## src/rtl/sprite_button_renderer.sv

```systemverilog
// Pipelined sprite renderer for one sequencer pad: bounds/scale address generation,
// palette transparency key, and a frame-latched beat-hit flash.
module sprite_button_renderer #(
  parameter int unsigned SPR_W        = 50,
  parameter int unsigned SPR_H        = 50,
  parameter int unsigned SCALE_LOG2   = 0,
  parameter int unsigned ADDR_W       = 13,
  parameter int unsigned ROM_LAT      = 1,
  parameter logic [3:0]  TRANSP_IDX   = 4'd0,
  parameter int unsigned FLASH_FRAMES = 8,
  parameter logic [3:0]  FLASH_BOOST  = 4'd4
) (
  input  logic              vga_clk,
  input  logic              reset_n,
  input  logic [9:0]        DrawX,
  input  logic [9:0]        DrawY,
  input  logic [9:0]        BtnX,
  input  logic [9:0]        BtnY,
  input  logic              blank,
  input  logic              frame_start,
  input  logic              btn_on,
  input  logic              hit,
  output logic [ADDR_W-1:0] rom_address,
  input  logic [3:0]        rom_q,
  output logic [3:0]        pal_index,
  input  logic [3:0]        pal_r,
  input  logic [3:0]        pal_g,
  input  logic [3:0]        pal_b,
  output logic              sprite_hit,
  output logic [3:0]        red,
  output logic [3:0]        green,
  output logic [3:0]        blue
);

  typedef enum logic {ST_IDLE, ST_FLASH} state_t;

  localparam int unsigned       FOOT_W    = SPR_W << SCALE_LOG2;
  localparam int unsigned       FOOT_H    = SPR_H << SCALE_LOG2;
  localparam logic [ADDR_W-1:0] FRAME_SZ  = ADDR_W'(SPR_W * SPR_H);
  localparam logic [ADDR_W-1:0] SPR_W_A   = ADDR_W'(SPR_W);
  localparam logic [7:0]        FLASH_INI = 8'(FLASH_FRAMES);

  logic [9:0]        w_off_x, w_off_y, w_u, w_v;
  logic              w_inside, w_opaque;
  logic [ADDR_W-1:0] w_addr;

  logic               r_inside_s0, r_blank_s0;
  logic [ROM_LAT-1:0] r_inside_d, r_blank_d;
  logic               r_on_vis, r_flash_vis;
  state_t             r_state, w_state_nxt;
  logic [7:0]         r_flash_cnt, w_cnt_nxt;

  // The >= guards stop unsigned underflow from aliasing into the footprint.
  assign w_off_x  = DrawX - BtnX;
  assign w_off_y  = DrawY - BtnY;
  assign w_inside = (DrawX >= BtnX) && (32'(w_off_x) < FOOT_W) &&
                    (DrawY >= BtnY) && (32'(w_off_y) < FOOT_H);
  assign w_u      = w_off_x >> SCALE_LOG2;
  assign w_v      = w_off_y >> SCALE_LOG2;
  assign w_addr   = (r_on_vis ? FRAME_SZ : '0) + ADDR_W'(w_v) * SPR_W_A + ADDR_W'(w_u);

  assign pal_index = rom_q;
  assign w_opaque  = r_blank_d[ROM_LAT-1] & r_inside_d[ROM_LAT-1] & (rom_q != TRANSP_IDX);

  function automatic logic [3:0] boost(input logic [3:0] c);
    logic [4:0] s;
    s = {1'b0, c} + {1'b0, FLASH_BOOST};
    return s[4] ? 4'hF : s[3:0];
  endfunction

  always_ff @(posedge vga_clk or negedge reset_n) begin
    if (!reset_n) begin
      rom_address <= '0;
      r_inside_s0 <= 1'b0;
      r_blank_s0  <= 1'b0;
      r_inside_d  <= '0;
      r_blank_d   <= '0;
      sprite_hit  <= 1'b0;
      red         <= '0;
      green       <= '0;
      blue        <= '0;
    end else begin
      rom_address   <= w_inside ? w_addr : '0;
      r_inside_s0   <= w_inside;
      r_blank_s0    <= blank;
      r_inside_d[0] <= r_inside_s0;
      r_blank_d[0]  <= r_blank_s0;
      for (int unsigned i = 1; i < ROM_LAT; i++) begin
        r_inside_d[i] <= r_inside_d[i-1];
        r_blank_d[i]  <= r_blank_d[i-1];
      end
      sprite_hit <= w_opaque;
      red        <= w_opaque ? (r_flash_vis ? boost(pal_r) : pal_r) : '0;
      green      <= w_opaque ? (r_flash_vis ? boost(pal_g) : pal_g) : '0;
      blue       <= w_opaque ? (r_flash_vis ? boost(pal_b) : pal_b) : '0;
    end
  end

  // A hit always reloads, so it also masks a same-cycle frame_start decrement.
  always_comb begin
    w_state_nxt = r_state;
    w_cnt_nxt   = r_flash_cnt;
    if (hit) begin
      w_state_nxt = ST_FLASH;
      w_cnt_nxt   = FLASH_INI;
    end else if (r_state == ST_FLASH && frame_start) begin
      w_cnt_nxt = r_flash_cnt - 8'd1;
      if (r_flash_cnt == 8'd1) w_state_nxt = ST_IDLE;
    end
  end

  always_ff @(posedge vga_clk or negedge reset_n) begin
    if (!reset_n) begin
      r_state     <= ST_IDLE;
      r_flash_cnt <= '0;
      r_on_vis    <= 1'b0;
      r_flash_vis <= 1'b0;
    end else begin
      r_state     <= w_state_nxt;
      r_flash_cnt <= w_cnt_nxt;
      if (frame_start) begin
        r_on_vis    <= btn_on;
        r_flash_vis <= (w_state_nxt == ST_FLASH);
      end
    end
  end

endmodule

```

## config.mk

```make
export PLATFORM = sky130hd
export DESIGN_NAME = sprite_button_renderer
export DESIGN_NICKNAME = d
export VERILOG_FILES = /design/src/rtl/sprite_button_renderer.sv
export SDC_FILE = /design/constraint.sdc
export NUM_CORES = 1
export LEC_CHECK = 0
export CAP_MARGIN = 20
export CORE_MARGIN = 2
export CORE_UTILIZATION = 55
export CTS_CLUSTER_SIZE = 14
export DETAILED_ROUTE_END_ITERATION = 10
export GPL_ROUTABILITY_DRIVEN = 0
export MAX_ROUTING_LAYER = met4
export PLACE_DENSITY = 0.87
export SLEW_MARGIN = 5
export SYNTH_ARGS = -nofsm -noshare
export SYNTH_HDL_FRONTEND = slang
export SYNTH_SLANG_ARGS = --single-unit
```

## constraint.sdc

```tcl
create_clock -name vga_clk -period 5.4 [get_ports vga_clk]
set_input_delay 0.81 -clock vga_clk [delete_from_list [all_inputs] [get_ports vga_clk]]
set_output_delay 0.81 -clock vga_clk [all_outputs]
set_load 0.03 [all_outputs]
```

==> summary.md, run 1 <==
| Metric | Value |
|---|---|
| Status | `complete, no violations` |
| MaxCap Viol Count | `0` |
| Die Y | `between 80 and 90 um` |
| Effective utilization at floorplan | `56.8%` |
| CTS clk-pin slew, worst paths | `about 80 ps` |
| Worst path required time | `roughly 5600 ps` |
| Critical setup path kind | `in -> reg` |
| Vias in the first global route | `roughly 3.6k` |
| Post-synthesis compound-gate area fraction | `between 10% and 20%` |
| Placement Setup Slack | `-644 ps` |
| Adder-Cell Fraction of Synth Area | `a little over a quarter` |
| Commonest non-fill, non-tap cell in the layout | `clkdlybuf4s50_1` |
| Global-route wire length before repair | `15.9 mm` |
| Reg power frac | `between 8 and 9%` |
| Reg2reg path depth | `12` |
| CP startpoint kind | `input port` |
| Layout cell share with drive strength beyond 1 | `21.9%` |
| Post-Syn Instances | `between 400 and 500` |
| Top_reg_cell synth | `dfrtp_1` |
| CP max stage cell | `fa_1` |
| Grt total ovfl | `0` |
| Die X | `87.5 um` |
| Post-route non-filler standard cell count | `620` |
| Worst-margin pin slew | `a little under 900 ps` |
| Power Density | `~670 nW/um2` |
| Worst reg2reg path startpoint | `r_on_vis$_DFFE_PN0P_` |
| Combinational family with the most area after synthesis | `adder cells` |
| Die area | `around 7700 um2` |
| Hold_buf cts | `0` |
| Max Slew Vio Count | `0` |
| Number of synthesized flops with an enable pin | `0` |
| Post-route ant nets | `0` |
| Synth cell types | `57` |
| H-tree levels | `2` |
| Via count | `roughly 3.6k` |
| Fin crit period | `between 5000 and 6000 ps` |
| CTS max path bufs | `2` |
| Top cell type's share of synthesized area | `around a quarter` |
| Logic pwr share | `a little over four fifths` |
| Syn nets | `approximately 550` |
| Initial DRT Pass Iterations | `5` |
| Synth-to-Final Area Change | `43.6%` |
| RR Endpoint | `rom_address[12]$_DFF_PN0_` |
| Critical path's largest stage delay | `530 ps` |
| Clock root buffer master | `clkbuf_8` |
| Num Clock Sinks | `41` |
| Final Cell Area | `5510 um2` |
| Largest net degree at the start of global routing | `42` |
| Worst hold start | `r_blank_s0$_DFF_PN0_` |
| Setup ws final | `roughly 41 ps` |
| Num CTS Buffers | `5` |
| Fin crit share | `99.2%` |
| Relative slew slack | `41.0%` |
| Routed WL | `~11 mm` |
| Hold Path End | `r_blank_d$_DFF_PN0_` |
| Fill cells | `between 300 and 400` |
| Sequential area share after synthesis | `approximately a quarter` |
| Clock Latency Late Sink | `roughly 300 ps` |
| Fmax | `about 190 MHz` |
| Total internal power | `around 2.1 mW` |
| Vias per cell | `5.88` |
| Synth Warn # | `0` |
| # diodes | `0` |
| HP Class | `reg -> reg` |
| Commonest non-fill, non-tap cells in the layout | `clkdlybuf4s50_1, ha_1, inv_1` |
| Global Route Usage Sum | `between 20% and 30%` |
| Worst clock skew | `6.76 ps` |
| Synth Area per Inst | `approximately 9.4 um2` |
| Sw Ratio | `about 44%` |
| Worst hold path cell count | `0` |
| Reg2reg setup slack | `approximately 2300 ps` |
| Antenna violations before repair | `0` |
| Post-synthesis register bit count | `slightly above 40` |
| Port buffer count | `between 90 and 100` |
| Worst Setup End Kind | `flip-flop` |
| Worst path top cell family by delay | `adder cells` |
| Detailed Route Iter0 Violations | `between 100 and 150` |
| CP arrival | `5570 ps` |
| Endpoints failing hold | `0` |
| Core Area | `around 6800 um2` |
| Synth area leaders | `dfrtp_1, ha_1, fa_1` |
| Leakage | `approximately 2.6 nW` |
| Crit path max fanout | `3` |
| Post-synthesis simple-gate area fraction | `~14%` |
| Worst vdd ir | `0.465 mV` |
| Cells after DPL | `about 600` |
| DP Area | `about 5000 um2` |
| Nets | `just under 700` |
| Drt wl/cell | `18.1 um` |
| Hpwl dp | `7.23 mm` |
| Row cnt | `30` |
| WP buf/inv | `8` |
| Design Power | `about 3.7 mW` |
| Synthesized area | `3840 um2` |
| Ys async rst share | `100%` |
| Post-synth top area cell | `dfrtp_1` |
| NetSw | `roughly 1.6 mW` |
| CTS tree | `built` |
| XOR/XNOR Fraction of Synth Area | `about 8.7%` |
| Post-route DRC | `0` |
| Clk pwr share | `around 7%` |
| Final setup violating endpoints | `0` |
| Mux contribution to synthesized area | `less than 1%` |
| # IOs | `about 90` |
## power groups by stage
stage | sequential (mW) | combinational, mW | clock (mW)
after CTS | 0.323 | 2.66 | 0.251
after floorplan | 0.328 | 1.49 | 0
after detailed placement | 0.330 | 2.22 | 0
final | 0.324 | 3.11 | 0.250
after global placement | 0.329 | 2.11 | 0
after global routing | 0.325 | 3.30 | 0.264
## per-layer routing
metal	wire, um	GRT usage, %
met1	4450	31.0
met3	573	3.41
met2	5700	48.1
met4	487	11.6
met5	0	-
## cells in the mapped netlist (all sizes together) (7+ instances only)
| master | number |
|---|---|
| a21oi | 20 |
| xor2 | 10 |
| xnor2 | 22 |
| o21ai | 14 |
| ha | 65 |
| nand2 | 17 |
| fa | 12 |
| dfrtp | 41 |
| inv | 56 |
| nor2 | 41 |
| a31oi | 9 |
| nor3 | 19 |
| a21o | 7 |
## timing repair
| action | 4_1_cts | 5_1_grt |
|---|---|---|
| endpoints found under the setup margin | 4 | 4 |
| setup buffers | 6 | 4 |
| gates cloned | 0 | 0 |
| pin swaps | 28 | 28 |
| gates resized for setup | 31 | 30 |
## worst reg2reg max path, delay by kind of cell (launching register included)
| family | cells | cell delay, ps |
|---|---|---|
| buffers and inverters | 2 | 250 |
| XOR/XNOR | 2 | 460 |
| AND/OR/NAND/NOR | 1 | 110 |
| AO/OA/AOI/OAI | 4 | 560 |
| adder cells (fa/ha/maj) | 3 | 1190 |
| flip-flops | 1 | 470 |
## cell families after synthesis
logic type      Yosys count
mux                       3
compound gates           83
buf+inv                  65
simple gates            106
flops                    41
xor+xnor                 34
fa+ha+maj                77
## how the worst max path moves through the flow
stage,start,end,slack [ps],cells past startpoint
2_1_floorplan,DrawY[0],rom_address[12]$_DFF_PN0_,30,24
3_3_place_gp,BtnY[0],rom_address[12]$_DFF_PN0_,-440,23
3_5_place_dp,BtnY[0],rom_address[12]$_DFF_PN0_,-640,23
4_1_cts,BtnY[1],rom_address[12]$_DFF_PN0_,0.9,23
5_1_grt,BtnY[3],rom_address[12]$_DFF_PN0_,-90,24
6_report,BtnY[0],rom_address[12]$_DFF_PN0_,40,26
## state kept, by name, indices dropped and copies added, names as in the netlist
register / flops
r_on_vis: 1
r_flash_vis: 1
r_inside_d: 1
r_blank_s0: 1
red: 4
rom_address: 13
r_inside_s0: 1
r_blank_d: 1
blue: 4
r_flash_cnt: 8
sprite_hit: 1
r_state: 1
green: 4
## through the flow
step	TNS, ps	utilization, %	hold WS [ps]
finish	0	81.5	353
global route	-145	81.5	364
CTS	0	79.0	353
detailed placement	-2180	74.5	336
global placement	-1380	74.5	336
floorplan	0	-	331
## final cells by class
cell class	count	area [um2]	share of cell area, %
Inverter	56	210	3.82
Sequential cell	41	1030	18.6
Timing Repair Buffer	132	1210	22.0
Clock buffer	6	72.6	1.32
Clock inverter	2	38.8	0.704
Tap cell	80	100	1.82
Multi-Input combinational cell	303	2850	51.7
No activity file was read; power rests on OpenSTA's default activity.
==> run 2, diff against run 1 <==
--- a/config.mk
+++ b/config.mk
@@ -7,12 +7,12 @@
 export LEC_CHECK = 0
 export CAP_MARGIN = 20
 export CORE_MARGIN = 2
-export CORE_UTILIZATION = 55
+export CORE_UTILIZATION = 56
+export CTS_BUF_LIST = sky130_fd_sc_hd__clkbuf_4
 export CTS_CLUSTER_SIZE = 14
 export DETAILED_ROUTE_END_ITERATION = 10
-export GPL_ROUTABILITY_DRIVEN = 0
 export MAX_ROUTING_LAYER = met4
-export PLACE_DENSITY = 0.87
+export PLACE_DENSITY = 0.89
 export SLEW_MARGIN = 5
 export SYNTH_ARGS = -nofsm -noshare
 export SYNTH_HDL_FRONTEND = slang
==> run 2 against run 1 <==
Effect of this change: via count barely moved; largest power group unchanged; combinational power rose by 4%; setup slack got worse by 23 ps; first-iteration DRC count rose by 44%; sequential cell count did not move; clock power fell by 18%; critical path type unchanged; non-clock buffer count fell by 1; final cell count fell by 0.16%; register-to-register slack got worse by 50 ps; power rose by 2.2%; final area rose by 0.59%.
==> summary.md, run 2 (same netlist as run 1, synthesis figures left out) <==
| Metric | Value |
|---|---|
| DP Area | `approximately 5000 um2` |
| Row cnt | `30` |
| Core Area | `6720 um2` |
| CP startpoint kind | `input port` |
| Worst hold start | `r_inside_s0$_DFF_PN0_` |
| Grt total ovfl | `0` |
| Worst Setup End Kind | `flip-flop` |
| Reg2reg setup slack | `2220 ps` |
| Commonest non-fill, non-tap cells in the layout | `clkdlybuf4s50_1, inv_1, ha_1` |
| Port buffer count | `91` |
| Largest net degree at the start of global routing | `between 40 and 50` |
| Crit path max fanout | `6` |
| Worst path top cell family by delay | `adder cells` |
| Gr busiest metal | `met2` |
| Status | `complete, no violations` |
| Global Route Usage Sum | `approximately a quarter` |
| Num Clock Sinks | `41` |
| CP max stage cell | `fa_1` |
| Crit path cell chain | `clkdlybuf4s50_1 > inv_1 > ha_2 > a21o_1 > a21oi_2 > xnor2_2 > ha_4 > ha_4 > inv_2 > fa_1 > inv_2 > ha_4 > xor2_2 > fa_1 > inv_2 > ha_4 > o21ai_1 > nand2b_1 > nand4_1 > o21ai_2 > xnor2_1 > xnor3_1 > nor3_2` |
| Max FFs per register | `13` |
| Clock Latency Late Sink | `between 300 and 400 ps` |
| H-tree levels | `2` |
| Reg2reg path depth | `12` |
| Hold_buf cts | `0` |
| Effective utilization at floorplan | `~57%` |
| Relative slew slack | `between 30% and 40%` |
| Detailed Route Iter0 Violations | `roughly 200` |
| Post-route DRC | `0` |
| Layout cell share with drive strength beyond 1 | `~23%` |
| Via count | `3643` |
| Worst-margin pin slew | `913 ps` |
| Post-route ant nets | `0` |
| Commonest non-fill, non-tap cell in the layout | `clkdlybuf4s50_1` |
| Synth-to-Final Area Change | `44.4%` |
| Fin crit share | `between 90% and 100%` |
| Most common cell on crit path | `ha_4` |
| Antenna violations before repair | `0` |
| Clock root buffer master | `clkbuf_4` |
| Critical setup path kind | `in -> reg` |
| Vias per cell | `5.89` |
| Fmax | `about 190 MHz` |
| Leakage | `2.58 nW` |
| Die area | `about 7500 um2` |
| CTS max path bufs | `2` |
| Min Hold Slack | `349 ps` |
| Fill cells | `between 300 and 400` |
| Critical path's largest stage delay | `between 500 and 600 ps` |
| # IOs | `92` |
| Die Y | `86.8 um` |
| Worst path required time | `5680 ps` |
| Worst hold path cell count | `0` |
| Final Cell Area | `~5500 um2` |
| HP Class | `reg -> reg` |
| Global-route wire length before repair | `roughly 16 mm` |
| Met3 usage | `approximately 3.7%` |
| RePlAce Congestion | `between 0.9 and 1` |
| Hpwl dp | `between 7 and 8 mm` |
| Die X | `between 80 and 90 um` |
| Largest registers | `rom_address (13), r_flash_cnt (8)` |
| CP arrival | `between 5000 and 6000 ps` |
| Worst vdd ir | `~0.42 mV` |
| Worst reg2reg path startpoint | `r_on_vis$_DFFE_PN0P_` |
| Fin crit period | `5380 ps` |
| CTS tree | `built` |
| Worst clock skew | `12.3 ps` |
| CTS clk-pin slew, worst paths | `about 130 ps` |
| Register with the most flip-flops | `rom_address` |
| M2 GR Usage | `46.1%` |
| Nets | `about 680` |
| GR Util met1 | `about 33%` |
| WP buf/inv | `5` |
| Drt wl/cell | `approximately 19 um` |
| Crit path from | `BtnY[2]` |
| Routed WL | `11.5 mm` |
| Initial DRT Pass Iterations | `8` |
| Vias in the first global route | `~3.4k` |
| RR Endpoint | `rom_address[12]$_DFF_PN0_` |
| Power Density | `approximately 680 nW/um2` |
| # diodes | `0` |
| Endpoints failing hold | `0` |
| Hold Path End | `r_inside_d$_DFF_PN0_` |
| Max Slew Vio Count | `0` |
| Final setup violating endpoints | `0` |
| Num CTS Buffers | `5` |
| MaxCap Viol Count | `0` |
## run 2: cell count changes in the layout (fill, tap and decap cells not counted), moves of 2 or more
| cell | change |
|---|---|
| clkbuf_8 | -5 |
| ha_1 | -4 |
| ha_4 | +4 |
| clkbuf_4 | +5 |
| buf_4 | -2 |
## run 2: cell type report
cell class	count	area, um2	area share (%)
timing repair buffer	131	1210	21.9
clock inverter	3	43.8	0.790
inverter	56	210	3.79
clock buffer	5	37.5	0.678
tap	80	100	1.81
multi-input combinational	303	2910	52.5
sequential	41	1030	18.5
## run 2: worst max path at each step
stage	slack, ps	cells after the start	end
final	20	23	rom_address[12]$_DFF_PN0_
after global routing	-220	23	rom_address[12]$_DFF_PN0_
after CTS	4	25	rom_address[12]$_DFF_PN0_
after detailed placement	-680	23	rom_address[12]$_DFF_PN0_
after global placement	-430	23	rom_address[12]$_DFF_PN0_
after floorplan	30	24	rom_address[12]$_DFF_PN0_
## run 2: per-layer routing
metal  vias up  share of wire, %
met1      1752                39
met3        33               6.4
met5         -                 0
met4         0               2.9
met2       198                52
li1       1660                 -
## run 2: report_power, final
part / internal, mW / switching, mW
combinational: 1.62 / 1.62
sequential: 0.315 / 0.00945
clock: 0.0983 / 0.105
## run 2: worst register-to-register path: cells and delay by family (launching register included)
| family | cells | cell delay (ps) |
|---|---|---|
| xor+xnor | 2 | 410 |
| simple gates | 1 | 120 |
| compound gates | 4 | 640 |
| buf+inv | 2 | 250 |
| fa+ha+maj | 3 | 1210 |
| flops | 1 | 480 |
## run 2: timing repair
item                                   4_1_cts  5_1_grt
pin swaps                                   23       35
setup buffers                                6        7
endpoints found under the hold margin        0        0
setup endpoints to repair                    4        4
gates resized for setup                     29       36
## run 2: stage by stage
step | setup TNS [ps] | setup WS [ps] | utilization [%] | cells | power (mW)
final | 0 | 17.8 | 82.5 | 619 | 3.77
after global routing | -417 | -220 | 82.5 | 619 | 3.95
after CTS | 0 | 3.71 | 78.6 | 613 | 3.02
after detailed placement | -2160 | -679 | 74.6 | 599 | 2.52
after global placement | -1310 | -434 | 74.6 | 599 | 2.42
after floorplan | 0 | 31.9 | - | 409 | 1.82
